### src/rtl/fp_pkg.sv
// Shared binary32 constants and enums for the FP adder normalise/round/pack stage.
package fp_pkg;

  localparam int EXP_W  = 8;
  localparam int FRAC_W = 23;
  localparam int MANT_W = FRAC_W + 1;
  localparam int WORD_W = 1 + EXP_W + FRAC_W;
  localparam logic [EXP_W-1:0] EXP_MAX = 8'hFF;

  typedef enum logic [2:0] {
    NONE   = 3'b000,
    ZERO   = 3'b001,
    DENORM = 3'b010,
    NAN    = 3'b011,
    INF    = 3'b100
  } exc_e;

  typedef enum logic [1:0] {
    IDLE,
    NORM,
    ROUND,
    DONE
  } state_e;

endpackage

### src/rtl/fp_rne_round.sv
// fp_rne_round: combinational rounding of a normalised significand with G/R/S.
// FP_NORM_ROUND_RNE_EN selects round-to-nearest-even; otherwise the value is truncated.
module fp_rne_round
  import fp_pkg::*;
(
  input  logic [MANT_W-1:0] mant_i,
  input  logic [2:0]        grs_i,
  input  logic [EXP_W:0]    exp_i,
  output logic [MANT_W-1:0] mant_o,
  output logic [EXP_W:0]    exp_o
);

  logic          inc;
  logic [MANT_W:0] sum;

`ifdef FP_NORM_ROUND_RNE_EN
  assign inc = grs_i[2] & (grs_i[1] | grs_i[0] | mant_i[0]);
`else
  logic unused_grs;
  assign unused_grs = ^grs_i;
  assign inc = 1'b0;
`endif

  assign sum = {1'b0, mant_i} + {{MANT_W{1'b0}}, inc};

  // A carry out of the increment can only come from an all-ones significand, so it renormalises to 1.0
  always_comb begin
    mant_o = sum[MANT_W-1:0];
    exp_o  = exp_i;
    if (sum[MANT_W]) begin
      mant_o = sum[MANT_W:1];
      exp_o  = exp_i + 1'b1;
    end
  end

endmodule

### src/rtl/fp_norm_round.sv
// fp_norm_round: normalises the raw adder sum, rounds it and packs a binary32 word with REQ/ACK.
// Rounding mode is set by the FP_NORM_ROUND_RNE_EN macro (defined: RNE, undefined: truncate).
module fp_norm_round
  import fp_pkg::*;
(
  input  logic              CLK,
  input  logic              RST,
  input  logic              REQ,
  input  logic              SIGN,
  input  logic [EXP_W-1:0]  EXP,
  input  logic [MANT_W-1:0] MANT,
  input  logic              COUT,
  input  logic [2:0]        GRS,
  output logic [WORD_W-1:0] DATAOUT,
  output logic [2:0]        EXC,
  output logic              ACK
);

  state_e            state_q;
  logic              sign_q;
  logic [EXP_W:0]    exp_q;
  logic [MANT_W-1:0] mant_q;
  logic              carry_q;
  logic [2:0]        grs_q;
  logic [WORD_W-1:0] data_q, data_d;
  exc_e              exc_q, exc_d;
  logic              ack_q;

  logic [MANT_W-1:0] rndMant;
  logic [EXP_W:0]    rndExp;

  fp_rne_round u_round (
    .mant_i (mant_q),
    .grs_i  (grs_q),
    .exp_i  (exp_q),
    .mant_o (rndMant),
    .exp_o  (rndExp)
  );

  // Zero is judged on the rounded significand together with the pre-rounding G/R/S
  always_comb begin
    data_d = {sign_q, rndExp[EXP_W-1:0], rndMant[FRAC_W-1:0]};
    exc_d  = NONE;
    if (rndMant == '0 && grs_q == 3'b000) begin
      data_d = '0;
      exc_d  = ZERO;
    end else if (rndExp >= {1'b0, EXP_MAX}) begin
      data_d = {sign_q, EXP_MAX, {FRAC_W{1'b0}}};
      exc_d  = INF;
    end else if (rndExp == 9'd1 && !rndMant[MANT_W-1]) begin
      data_d = {sign_q, {EXP_W{1'b0}}, rndMant[FRAC_W-1:0]};
      exc_d  = DENORM;
    end
  end

  always_ff @(posedge CLK) begin
    if (RST) begin
      state_q <= IDLE;
      sign_q  <= 1'b0;
      exp_q   <= '0;
      mant_q  <= '0;
      carry_q <= 1'b0;
      grs_q   <= 3'b000;
      data_q  <= '0;
      exc_q   <= NONE;
      ack_q   <= 1'b0;
    end else begin
      case (state_q)
        IDLE: begin
          if (REQ) begin
            sign_q  <= SIGN;
            exp_q   <= {1'b0, EXP};
            mant_q  <= MANT;
            carry_q <= COUT;
            grs_q   <= GRS;
            state_q <= NORM;
          end
        end
        // Carry shifts right once; otherwise shift left until the integer bit is set or exp hits 1
        NORM: begin
          if (carry_q) begin
            mant_q  <= {carry_q, mant_q[MANT_W-1:1]};
            grs_q   <= {mant_q[0], grs_q[2], grs_q[1] | grs_q[0]};
            exp_q   <= exp_q + 9'd1;
            carry_q <= 1'b0;
            state_q <= ROUND;
          end else if (mant_q[MANT_W-1] || (mant_q == '0 && grs_q == 3'b000) || exp_q == 9'd1) begin
            state_q <= ROUND;
          end else begin
            mant_q <= {mant_q[MANT_W-2:0], grs_q[2]};
            grs_q  <= {grs_q[1], 1'b0, grs_q[0]};
            exp_q  <= exp_q - 9'd1;
          end
        end
        ROUND: begin
          data_q  <= data_d;
          exc_q   <= exc_d;
          state_q <= DONE;
        end
        DONE: begin
          if (!REQ) begin
            ack_q   <= 1'b0;
            state_q <= IDLE;
          end else begin
            ack_q <= 1'b1;
          end
        end
        default: state_q <= IDLE;
      endcase
    end
  end

  assign DATAOUT = data_q;
  assign EXC     = exc_q;
  assign ACK     = ack_q;

endmodule
### config.mk
export PLATFORM = sky130hd
export DESIGN_NAME = fp_norm_round
export DESIGN_NICKNAME = d
export VERILOG_FILES = /design/src/rtl/fp_pkg.sv /design/src/rtl/fp_rne_round.sv /design/src/rtl/fp_norm_round.sv
export SDC_FILE = /design/constraint.sdc
export NUM_CORES = 1
export LEC_CHECK = 0
export BUFFER_PORTS_ARGS = -buffer_cell sky130_fd_sc_hd__buf_2
export CORE_MARGIN = 8
export CORE_UTILIZATION = 35
export DETAILED_ROUTE_END_ITERATION = 8
export PLACE_DENSITY_LB_ADDON = 0.08
export REMOVE_ABC_BUFFERS = 1
export SYNTH_ARGS = -nofsm -noshare
export SYNTH_HDL_FRONTEND = slang
export SYNTH_HIERARCHICAL = 1
export SYNTH_SLANG_ARGS = --single-unit
### constraint.sdc
create_clock -name CLK -period 3.7 [get_ports CLK]
set_clock_uncertainty 0.2 [all_clocks]
set_input_delay 0.74 -clock CLK [delete_from_list [all_inputs] [get_ports CLK]]
set_output_delay 0.74 -clock CLK [all_outputs]
set_load 0.005 [all_outputs]
== Word level (Yosys, flattened, before mapping) ==
Cells that the tools add are included.

* Register bits: 76
* Output and inout port bits: 36
* Word-level logic and storage cells: 63

* Add/subtract/negate cells: 2
* Order comparisons: 1
* Equality and inequality tests: 9
* Mux-type cells: 26
* Bitwise operators: 1
* Reduce and logical (&&, ||, !) cells: 14

{| class="wikitable"
|+ Operators by type and width
! operator !! count
|-
| 24-bit two-way mux || 3
|-
| 31-bit two-way mux || 2
|-
| 24-bit one-hot mux with 2 select lines || 1
|-
| 32-bit two-way mux || 1
|-
| 9-bit two-way mux || 3
|-
| 24-bit zero test || 1
|-
| 9-bit one-hot mux with 2 select lines || 1
|-
| 3-bit two-way mux || 5
|-
| 2-bit two-way mux || 5
|-
| 9-bit by 1-bit adder with 9-bit output (second input constant) || 1
|-
| 9-bit by 1-bit equality test with 1-bit output (second input constant) || 1
|-
| 9-bit by 8-bit greater-or-equal comparator with 1-bit output (second input constant) || 1
|-
| 3-bit AND reduction || 3
|-
| 9-bit by 1-bit subtractor with 9-bit output (second input constant) || 1
|-
| 2-bit one-hot mux with 4 select lines || 1
|-
| 2-bit != test (second input constant) || 3
|-
| 3-bit != test (second input constant) || 2
|-
| 3-bit one-hot mux with 2 select lines || 1
|-
| 2-bit equality test (second input constant) || 2
|-
| 2-bit AND reduction || 2
|-
| 3-bit zero test || 1
|-
| 2-bit by 1-bit equality test with 1-bit output (second input constant) || 1
|-
| 1-bit logical AND || 2
|-
| 2-bit zero test || 1
|-
| 6 further kinds || 8
|}

== Longest topological paths before layout ==
Gate-level depths: netlist of the first run.

* Word-level depth: 7
* Mapped depth: 9

== Modules after synthesis ==
Netlist of the first run, hierarchy kept.

{| class="wikitable"
|+ Modules (own cells, without submodules)
! module !! times used !! cells an instance !! area each (um^2) !! seq. area each (um^2)
|-
| fp_norm_round || 1 || 437 || 3737.3 || 1521.5
|-
| fp_rne_round || 1 || 33 || 247.7 || 0.0
|}

== Least setup slack after synthesis of the first run ==
No wires, ideal clock.

* Path type: register -> register
* Start point: reg mant_q[20]
* End point: reg mant_q[14]
* Setup time: 0.134 ns
* Arrival: 2.010 ns
* Setup slack: 1.356 ns
* Cell stages (with the launch flop): 8
* Path buffers: 2
* Clock period less this slack: 2.344 ns
* Cells stage by stage: dfxtp_1 -> or4_1 -> or4_4 -> o211a_1 -> buf_6 -> buf_2 -> o211ai_1 -> a21oi_1

* Cells in the longest elaborated chain, start to end: 6

{| class="wikitable"
|+ RTL lines
! what !! line !! source
|-
| start: declaration || fp_norm_round.sv:22 || <nowiki>logic [MANT_W-1:0] mant_q;</nowiki>
|-
| start signal: assignment || fp_norm_round.sv:82 || <nowiki>mant_q <= {carry_q, mant_q[MANT_W-1:1]};</nowiki>
|-
| start signal: assignment || fp_norm_round.sv:90 || <nowiki>mant_q <= {mant_q[MANT_W-2:0], grs_q[2]};</nowiki>
|-
| 24-bit zero test || fp_norm_round.sv:87 || <nowiki>end else if (mant_q[MANT_W-1] || (mant_q == '0 && grs_q == 3'b000) || exp_q == 9'd1) begin</nowiki>
|-
| 1-bit logical AND || fp_norm_round.sv:87 ||
|-
| 1-bit logical OR (2 in series) || fp_norm_round.sv:87 ||
|-
| 3-bit != test (no line) || n/a ||
|-
| 3-bit AND reduction (no line) || n/a ||
|}

Every way passes these cells.
A chain may end at the register's enable or synchronous reset.

== Final worst setup path of the first run ==
* Start point: reg state_q[1]
* End point: reg exp_q[8]

* Cells in the longest elaborated chain, start to end: 3

{| class="wikitable"
|+ RTL lines
! what !! line !! source
|-
| start: declaration || fp_norm_round.sv:19 || <nowiki>state_e state_q;</nowiki>
|-
| start signal: assignment || fp_norm_round.sv:58 || <nowiki>state_q <= IDLE;</nowiki>
|-
| start signal: assignment || fp_norm_round.sv:76 || <nowiki>state_q <= NORM;</nowiki>
|-
| start signal: assignment || fp_norm_round.sv:86 || <nowiki>state_q <= ROUND;</nowiki>
|-
| 2-bit by 1-bit equality test with 1-bit output or 2-bit zero test (tied branches) || fp_norm_round.sv:68 || <nowiki>case (state_q)</nowiki>
|-
| 3-bit != test (no line) (tied with other cells) || n/a ||
|-
| 3-bit AND reduction (no line) || n/a ||
|-
| end signal: assignment || fp_norm_round.sv:72 || <nowiki>exp_q <= {1'b0, EXP};</nowiki>
|-
| end signal: assignment || fp_norm_round.sv:84 || <nowiki>exp_q <= exp_q + 9'd1;</nowiki>
|-
| end signal: assignment || fp_norm_round.sv:92 || <nowiki>exp_q <= exp_q - 9'd1;</nowiki>
|-
| end: declaration || fp_norm_round.sv:21 || <nowiki>logic [EXP_W:0] exp_q;</nowiki>
|}

Several ways; a longest one is shown, not always the timed one.

==> results.json, run 1 <==
{
  "io_pins": 76,
  "wire_length_of_the_first_global_routing_pass_um": 18300,
  "power_per_cell_area_nw_per_um2": 837,
  "drtPass1Iterations": 4,
  "timing_hold_violations_final": 0,
  "worst-r2r-setup-slack_ns": 0.62,
  "grt-ovfl-total": 0,
  "placed_cells": 632,
  "startpoint_type": "register",
  "run_status": "finished, final reports clean",
  "synthesis.area_um2": 3990,
  "regToRegStartpoint": "state_q[1]",
  "hold-path-endpoint": "sign_q",
  "post_cts_resized": 0,
  "rsz0062_at_grt": "false",
  "min_period_over_period_pct": 83.2,
  "ys_async_sr_fraction_pct": 0,
  "path_clk_slew_ns": 0.06,
  "endpoint_kind": "register",
  "layout.area.seq_um2": 1520,
  "synth.yosys.warnings": 6,
  "post_synthesis_to_final_layout_area_growth_pct": 12.4,
  "cts.sink_count": 76,
  "cts_tree": "done",
  "globalRouteMet2Util_pct": 23.1,
  "drv.max_cap_violation_count": 0,
  "largest_net_degree_at_the_start_of_global_routing": 49,
  "grt_use_met1_pct": 21.1,
  "maxClockFrequency_mhz": 325,
  "ant_nets": 0,
  "pre_cts_setup_slack_ns": 0.639,
  "holdCritPathClass": "reg2reg",
  "synth_cell_type_count": 50,
  "reg2reg_depth": 7,
  "cell_type_contributing_the_most_total_cell_area_after_synthesis": "sky130_fd_sc_hd__dfxtp_1",
  "ys_seq_elements": 76,
  "setup_viol_count_final": 0,
  "first_global_vias": 3471,
  "worst_setup_path_type": "reg2reg",
  "netlist_top_cells_area": "sky130_fd_sc_hd__dfxtp_1, sky130_fd_sc_hd__mux2i_1, sky130_fd_sc_hd__buf_4, sky130_fd_sc_hd__a21oi_1, sky130_fd_sc_hd__nand2_1",
  "design.final.nets": 548,
  "row_count": 39,
  "grt-busiest-layer": "met2",
  "synth_sequential_area_ratio_pct": 38.2,
  "layout.cells.most_common_list": "sky130_fd_sc_hd__dfxtp_1, sky130_fd_sc_hd__buf_2, sky130_fd_sc_hd__nand2_1",
  "layout-drive-gt1-share_pct": 20.8,
  "timing.slew.headroom_pct": 50.1,
  "antenna_cells_inserted": 0,
  "cts_setup_buffers": 0,
  "worst_ep_arrival_time_ns": 3.13,
  "drt_wl_total_um": 11300,
  "cts_max_path_buffers": 2,
  "per_cell_via_count_in_the_routed_design": 5.26,
  "initial_core_util_pct": 35.4,
  "post_cts_hold_buffer_count": 0,
  "met3_usage_pct": 2.99,
  "die_h_um": 123,
  "grt_antenna_before_repair": 0,
  "synth_area_per_cell_um2": 8.48,
  "rr_endpoint": "exp_q[8]",
  "worst_hold_startpoint": "sign_q",
  "routed-via-count": 3411,
  "detailed_place_hpwl_um": 7550,
  "fp.dieArea_um2": 15100,
  "placeableCoreArea_um2": 11300,
  "gpl.final_weighted_congestion": 0.783,
  "leakage_nw": 1.76,
  "drt-wirelength-per-cell_um": 17.4,
  "required_time_worst_endpoint_ns": 3.75,
  "route.detailed.drc": 0,
  "vdd_drop_max_mv": 0.241,
  "footprint_of_the_multi_input_gates_um2": 2030,
  "crit_fanout": 20,
  "number_of_buffer_cells_added_on_primary_ports": 75,
  "detail_route.iter0.violations": 168,
  "netlist_instances": 470,
  "final.fill_count": 1174,
  "report.final.slew_viol_count": 0,
  "finish.cell_count_without_fillers": 648,
  "insertion_delay_ns": 0.34,
  "worstHoldPathCells": 2,
  "die_width_um": 123,
  "yosys_most_used_dff": "sky130_fd_sc_hd__dfxtp_1",
  "tightestPinTransition_ns": 0.746,
  "number_of_buffers_added_by_the_clock_tree_synthesis_step": 9,
  "finalCriticalPeriod_ns": 3.08,
  "number_of_levels_the_h_tree_was_split_into": 3,
  "synth_top_area_share_pct": 38.2,
  "worstSetupStartpoint": "state_q[1]",
  "setup-tns-final_ns": 0,
  "cts-root-buf": "sky130_fd_sc_hd__clkbuf_16",
  "timing.final.ws_setup_ns": 0.622,
  "synth-edff-count": 0,
  "groute.usage.overall_pct": 15.3,
  "p_total_mw": 3.75
}
==> cell usage after synthesis (2+ instances only) <==
library cell               number
sky130_fd_sc_hd__nand2b_1       9
sky130_fd_sc_hd__mux2i_1       26
sky130_fd_sc_hd__nand3_1        4
sky130_fd_sc_hd__and4_1         3
sky130_fd_sc_hd__ha_1           8
sky130_fd_sc_hd__o32ai_1        6
sky130_fd_sc_hd__a22o_1        23
sky130_fd_sc_hd__o21ai_0       16
sky130_fd_sc_hd__buf_6          3
sky130_fd_sc_hd__clkbuf_1      17
sky130_fd_sc_hd__o211ai_1      27
sky130_fd_sc_hd__inv_1          8
sky130_fd_sc_hd__a22oi_1        2
sky130_fd_sc_hd__or4_1          3
sky130_fd_sc_hd__nor2_1        20
sky130_fd_sc_hd__buf_2          5
sky130_fd_sc_hd__buf_1          6
sky130_fd_sc_hd__and3_1         3
sky130_fd_sc_hd__o31a_1         2
sky130_fd_sc_hd__dfxtp_1       76
sky130_fd_sc_hd__nand4_1        4
sky130_fd_sc_hd__nor2b_1        4
sky130_fd_sc_hd__or3_1          4
sky130_fd_sc_hd__a21oi_1       50
sky130_fd_sc_hd__nor3_1         8
sky130_fd_sc_hd__buf_4         34
sky130_fd_sc_hd__nand2_1       62
sky130_fd_sc_hd__nor4b_1        3
sky130_fd_sc_hd__nor4_1        13
==> state kept, by name, summed over array words and instances (netlist names) <==
name,count
ACK,1
DATAOUT,32
EXC,3
carry_q,1
exp_q,9
grs_q,3
mant_q,24
sign_q,1
state_q,2
==> kinds of logic after synthesis <==
kind of cell	Yosys count	share of synthesized area, %
AOI/OAI and AO/OA	140	23.6
adders and majority gates	8	2.51
buffers and inverters	74	10.9
and+or+nand+nor	145	18.0
muxes	26	6.53
DFF	76	38.2
xor gates and xnor gates	1	0.220
==> critical path: stages (launching register included) <==
cell	delay, ns
sky130_fd_sc_hd__dfxtp_1	0.33
sky130_fd_sc_hd__inv_1	0.11
sky130_fd_sc_hd__ha_2	0.42
sky130_fd_sc_hd__inv_1	0.34
sky130_fd_sc_hd__o21ai_0	0.47
sky130_fd_sc_hd__o211ai_2	0.43
sky130_fd_sc_hd__or3_1	0.47
sky130_fd_sc_hd__a211oi_1	0.21
==> through the flow <==
step                instance area, um^2  util [%]  hold WS, ns
finish                             4480      39.7        0.257
global placement                   4210      37.4        0.249
detailed placement                 4210      37.4        0.248
floorplan                          3580         -        0.231
global route                       4480      39.7        0.275
CTS                                4480      39.7        0.256
==> how the worst max path moves through the flow <==
| stage | end | slack, ns | cells after the start |
|---|---|---|---|
| global route | exp_q[8] | 0.35 | 7 |
| detailed placement | exp_q[8] | 0.64 | 7 |
| CTS | exp_q[8] | 0.61 | 7 |
| global placement | mant_q[13] | 0.72 | 6 |
| finish | exp_q[8] | 0.62 | 7 |
| floorplan | exp_q[8] | -0.28 | 7 |
==> final cells by class <==
| type | count | share of cell area, % |
|---|---|---|
| inverters | 9 | 0.754 |
| well taps | 143 | 4.00 |
| clock buffers | 10 | 5.11 |
| clock inverters | 6 | 0.866 |
| flip-flops and latches | 76 | 34.0 |
| multi-input cells | 320 | 45.4 |
| repair buffers | 84 | 9.89 |
==> power by group <==
| group | switching, mW | internal, mW |
|---|---|---|
| Sequential | 0.366 | 1.04 |
| Combinational | 0.903 | 0.624 |
| Clock | 0.357 | 0.453 |
| Total | 1.63 | 2.12 |
==> routing by layer <==
layer	part of all wire (%)	wire length, um
met3	6.1	684
met2	45	5050
met5	0	0
met4	0.72	81
met1	48	5470
Note: power is estimated with default switching activity, not from simulation.
==> run 2: changes to the inputs <==
--- a/config.mk
+++ b/config.mk
@@ -5,6 +5,7 @@
 export SDC_FILE = /design/constraint.sdc
 export NUM_CORES = 1
 export LEC_CHECK = 0
+export ABC_AREA = 1
 export BUFFER_PORTS_ARGS = -buffer_cell sky130_fd_sc_hd__buf_2
 export CORE_MARGIN = 8
 export CORE_UTILIZATION = 35
==> constraint.sdc (replaced) <==
create_clock -name CLK -period 2.5 [get_ports CLK]
set_clock_uncertainty 0.2 [all_clocks]
set_input_delay 0.5 -clock CLK [delete_from_list [all_inputs] [get_ports CLK]]
set_output_delay 0.5 -clock CLK [all_outputs]
set_load 0.005 [all_outputs]
==> results.json, run 2 <==
{
  "synth-edff-count": 0,
  "placeableCoreArea_um2": 12500,
  "cts_max_path_buffers": 2,
  "final.fill_count": 1380,
  "ys_seq_elements": 76,
  "initial_core_util_pct": 35.3,
  "yosys_most_used_dff": "sky130_fd_sc_hd__dfxtp_1",
  "number_of_levels_the_h_tree_was_split_into": 3,
  "groute.usage.overall_pct": 16.1,
  "critPathSlowestCell": "sky130_fd_sc_hd__dfxtp_1",
  "rsz0062_at_grt": "false",
  "worst_path_most_repeated_cell": "sky130_fd_sc_hd__inv_1",
  "netlist_top_cells_area": "sky130_fd_sc_hd__dfxtp_1, sky130_fd_sc_hd__nand2_1, sky130_fd_sc_hd__nand3_1, sky130_fd_sc_hd__nor2_1, sky130_fd_sc_hd__buf_4",
  "footprint_of_the_multi_input_gates_um2": 2240,
  "worstPathCellList": "inv_1 -> ha_1 -> nand2_1 -> inv_1 -> a21oi_1 -> inv_1 -> nand2_2 -> buf_4 -> nand3_1 -> nand2_1 -> nor2_2",
  "leakage_nw": 2.26,
  "crit_fanout": 29,
  "route.detailed.drc": 0,
  "drt-wirelength-per-cell_um": 14.6,
  "netlist_instances": 662,
  "fp.dieArea_um2": 16400,
  "tightestPinTransition_ns": 0.703,
  "wire_length_of_the_first_global_routing_pass_um": 21200,
  "layout.area.seq_um2": 1520,
  "run_status": "finished, final reports clean",
  "cts.sink_count": 76,
  "switchingPower_mw": 2.87,
  "p_total_mw": 6.40,
  "cts_setup_buffers": 0,
  "insertion_delay_ns": 0.34,
  "power.internal_mw": 3.53,
  "drv.max_cap_violation_count": 0,
  "final_common_cell": "sky130_fd_sc_hd__nand2_1",
  "timing.slew.headroom_pct": 53.0,
  "layout-drive-gt1-share_pct": 18.7,
  "placedInstanceArea_um2": 4670,
  "per_cell_via_count_in_the_routed_design": 4.85,
  "setup_viol_count_final": 0,
  "synth_top_area_share_pct": 34.6,
  "die_h_um": 128,
  "synth.yosys.warnings": 6,
  "power_per_cell_area_nw_per_um2": 1280,
  "ys_async_sr_fraction_pct": 0,
  "io_pins": 76,
  "post-synth-top-count-cell": "sky130_fd_sc_hd__nand2_1",
  "worst_setup_path_type": "reg2reg",
  "timing_hold_violations_final": 0,
  "detailed_place_hpwl_um": 8660,
  "final_area_um2": 5000,
  "critical_path.n_buffers_inverters": 4,
  "number_of_buffers_added_by_the_clock_tree_synthesis_step": 9,
  "synth.top_cells.by_count": "sky130_fd_sc_hd__nand2_1, sky130_fd_sc_hd__nor2_1, sky130_fd_sc_hd__nand3_1, sky130_fd_sc_hd__dfxtp_1",
  "row_count": 41,
  "worst_ep_arrival_time_ns": 2.29,
  "post_cts_resized": 0,
  "cell_type_contributing_the_most_total_cell_area_after_synthesis": "sky130_fd_sc_hd__dfxtp_1",
  "drtPass1Iterations": 4,
  "path_clk_slew_ns": 0.06,
  "timing.critical_path.max_delay_family": "buffers and inverters",
  "layout.core_utilization_pct": 40.1,
  "cts-root-buf": "sky130_fd_sc_hd__clkbuf_16",
  "setup-tns-final_ns": 0,
  "fin_worst_hold_slack_ns": 0.228,
  "largest_net_degree_at_the_start_of_global_routing": 40,
  "grt_antenna_before_repair": 0,
  "report.final.slew_viol_count": 0,
  "post_cts_hold_buffer_count": 0,
  "die_width_um": 128,
  "detail_route.iter0.violations": 250,
  "pre_cts_setup_slack_ns": 0.267,
  "drt_wl_total_um": 12700,
  "cts_tree": "done",
  "timing.final.ws_setup_ns": 0.245,
  "routed-via-count": 4211,
  "holdCritPathClass": "in2reg",
  "endpoint_kind": "register",
  "antenna_cells_inserted": 0,
  "required_time_worst_endpoint_ns": 2.54,
  "finish.cell_count_without_fillers": 869,
  "design.final.nets": 740,
  "worst_path_largest_cell_delay_ns": 0.38,
  "switching_share_pct": 44.8,
  "synth_area_per_cell_um2": 6.65,
  "startpoint_type": "register",
  "post_synthesis_to_final_layout_area_growth_pct": 13.7,
  "maxClockFrequency_mhz": 444,
  "finalCriticalPeriod_ns": 2.25,
  "grt-ovfl-total": 0,
  "gpl.final_weighted_congestion": 0.830,
  "synthesis.area_um2": 4400,
  "layout.cells.most_common_list": "sky130_fd_sc_hd__nand2_1, sky130_fd_sc_hd__nor2_1, sky130_fd_sc_hd__nand3_1",
  "power.clock.fraction_pct": 22.9,
  "first_global_vias": 4311,
  "synth_sequential_area_ratio_pct": 34.6,
  "share_comb_of_total_power_pct": 48.9,
  "ant_nets": 0,
  "largest_register_ff_count": 32,
  "placed_cells": 853,
  "vdd_drop_max_mv": 0.528,
  "number_of_buffer_cells_added_on_primary_ports": 75,
  "min_period_over_period_pct": 90.2,
  "synth_cell_type_count": 28,
  "seq_power_share_pct": 28.2
}
==> run 2: kinds of logic (layout without fill, tap and decap cells) <==
logic type | after synthesis | count (layout) | share of synthesized area (%)
AOI/OAI and AO/OA | 92 | 92 | 13.1
buffers and inverters | 121 | 156 | 14.5
DFF | 76 | 76 | 34.6
and+or+nand+nor | 365 | 365 | 35.6
adders and majority gates | 8 | 8 | 2.27
==> run 2: power groups by stage <==
stage,Clock (mW),Sequential [mW],Combinational [mW]
floorplan,0,1.78,2.19
global placement,0,1.83,3.11
detailed placement,0,1.83,3.14
CTS,1.50,1.81,3.16
global route,1.55,1.85,3.58
finish,1.47,1.81,3.13
==> run 2: cell type report <==
| cell class | instances | share of cell area (%) |
|---|---|---|
| inverters | 51 | 3.88 |
| repair buffers | 89 | 9.85 |
| flip-flops and latches | 76 | 30.4 |
| multi-input cells | 465 | 44.8 |
| well taps | 172 | 4.30 |
| clock inverters | 4 | 1.40 |
| clock buffers | 12 | 5.33 |
==> run 2: layer usage <==
metal | up-vias | GRT usage (%) | wire (um)
li1 | 2198 | - | -
met4 | 0 | 7.20 | 281
met5 | - | 0 | 0
met3 | 20 | 3.79 | 639
met1 | 1903 | 20.6 | 6310
met2 | 90 | 25.1 | 5440
==> run 2: tightest hold or removal path, delay by kind of cell <==
family | cells | cell delay (ns)
AO/OA/AOI/OAI | 1 | 0.08
AND/OR/NAND/NOR | 1 | 0.08
buffers and inverters | 1 | 0.08
==> run 2: final timing paths <==
path                                   from     endpoint  slack [ns]  cells past startpoint
worst min register to register  DATAOUT[19]  DATAOUT[19]        0.26                      2
worst max register to register   state_q[0]   mant_q[16]        0.25                     11
worst min-delay path                   SIGN       sign_q        0.23                      3
worst max-delay path             state_q[0]   mant_q[16]        0.25                     11
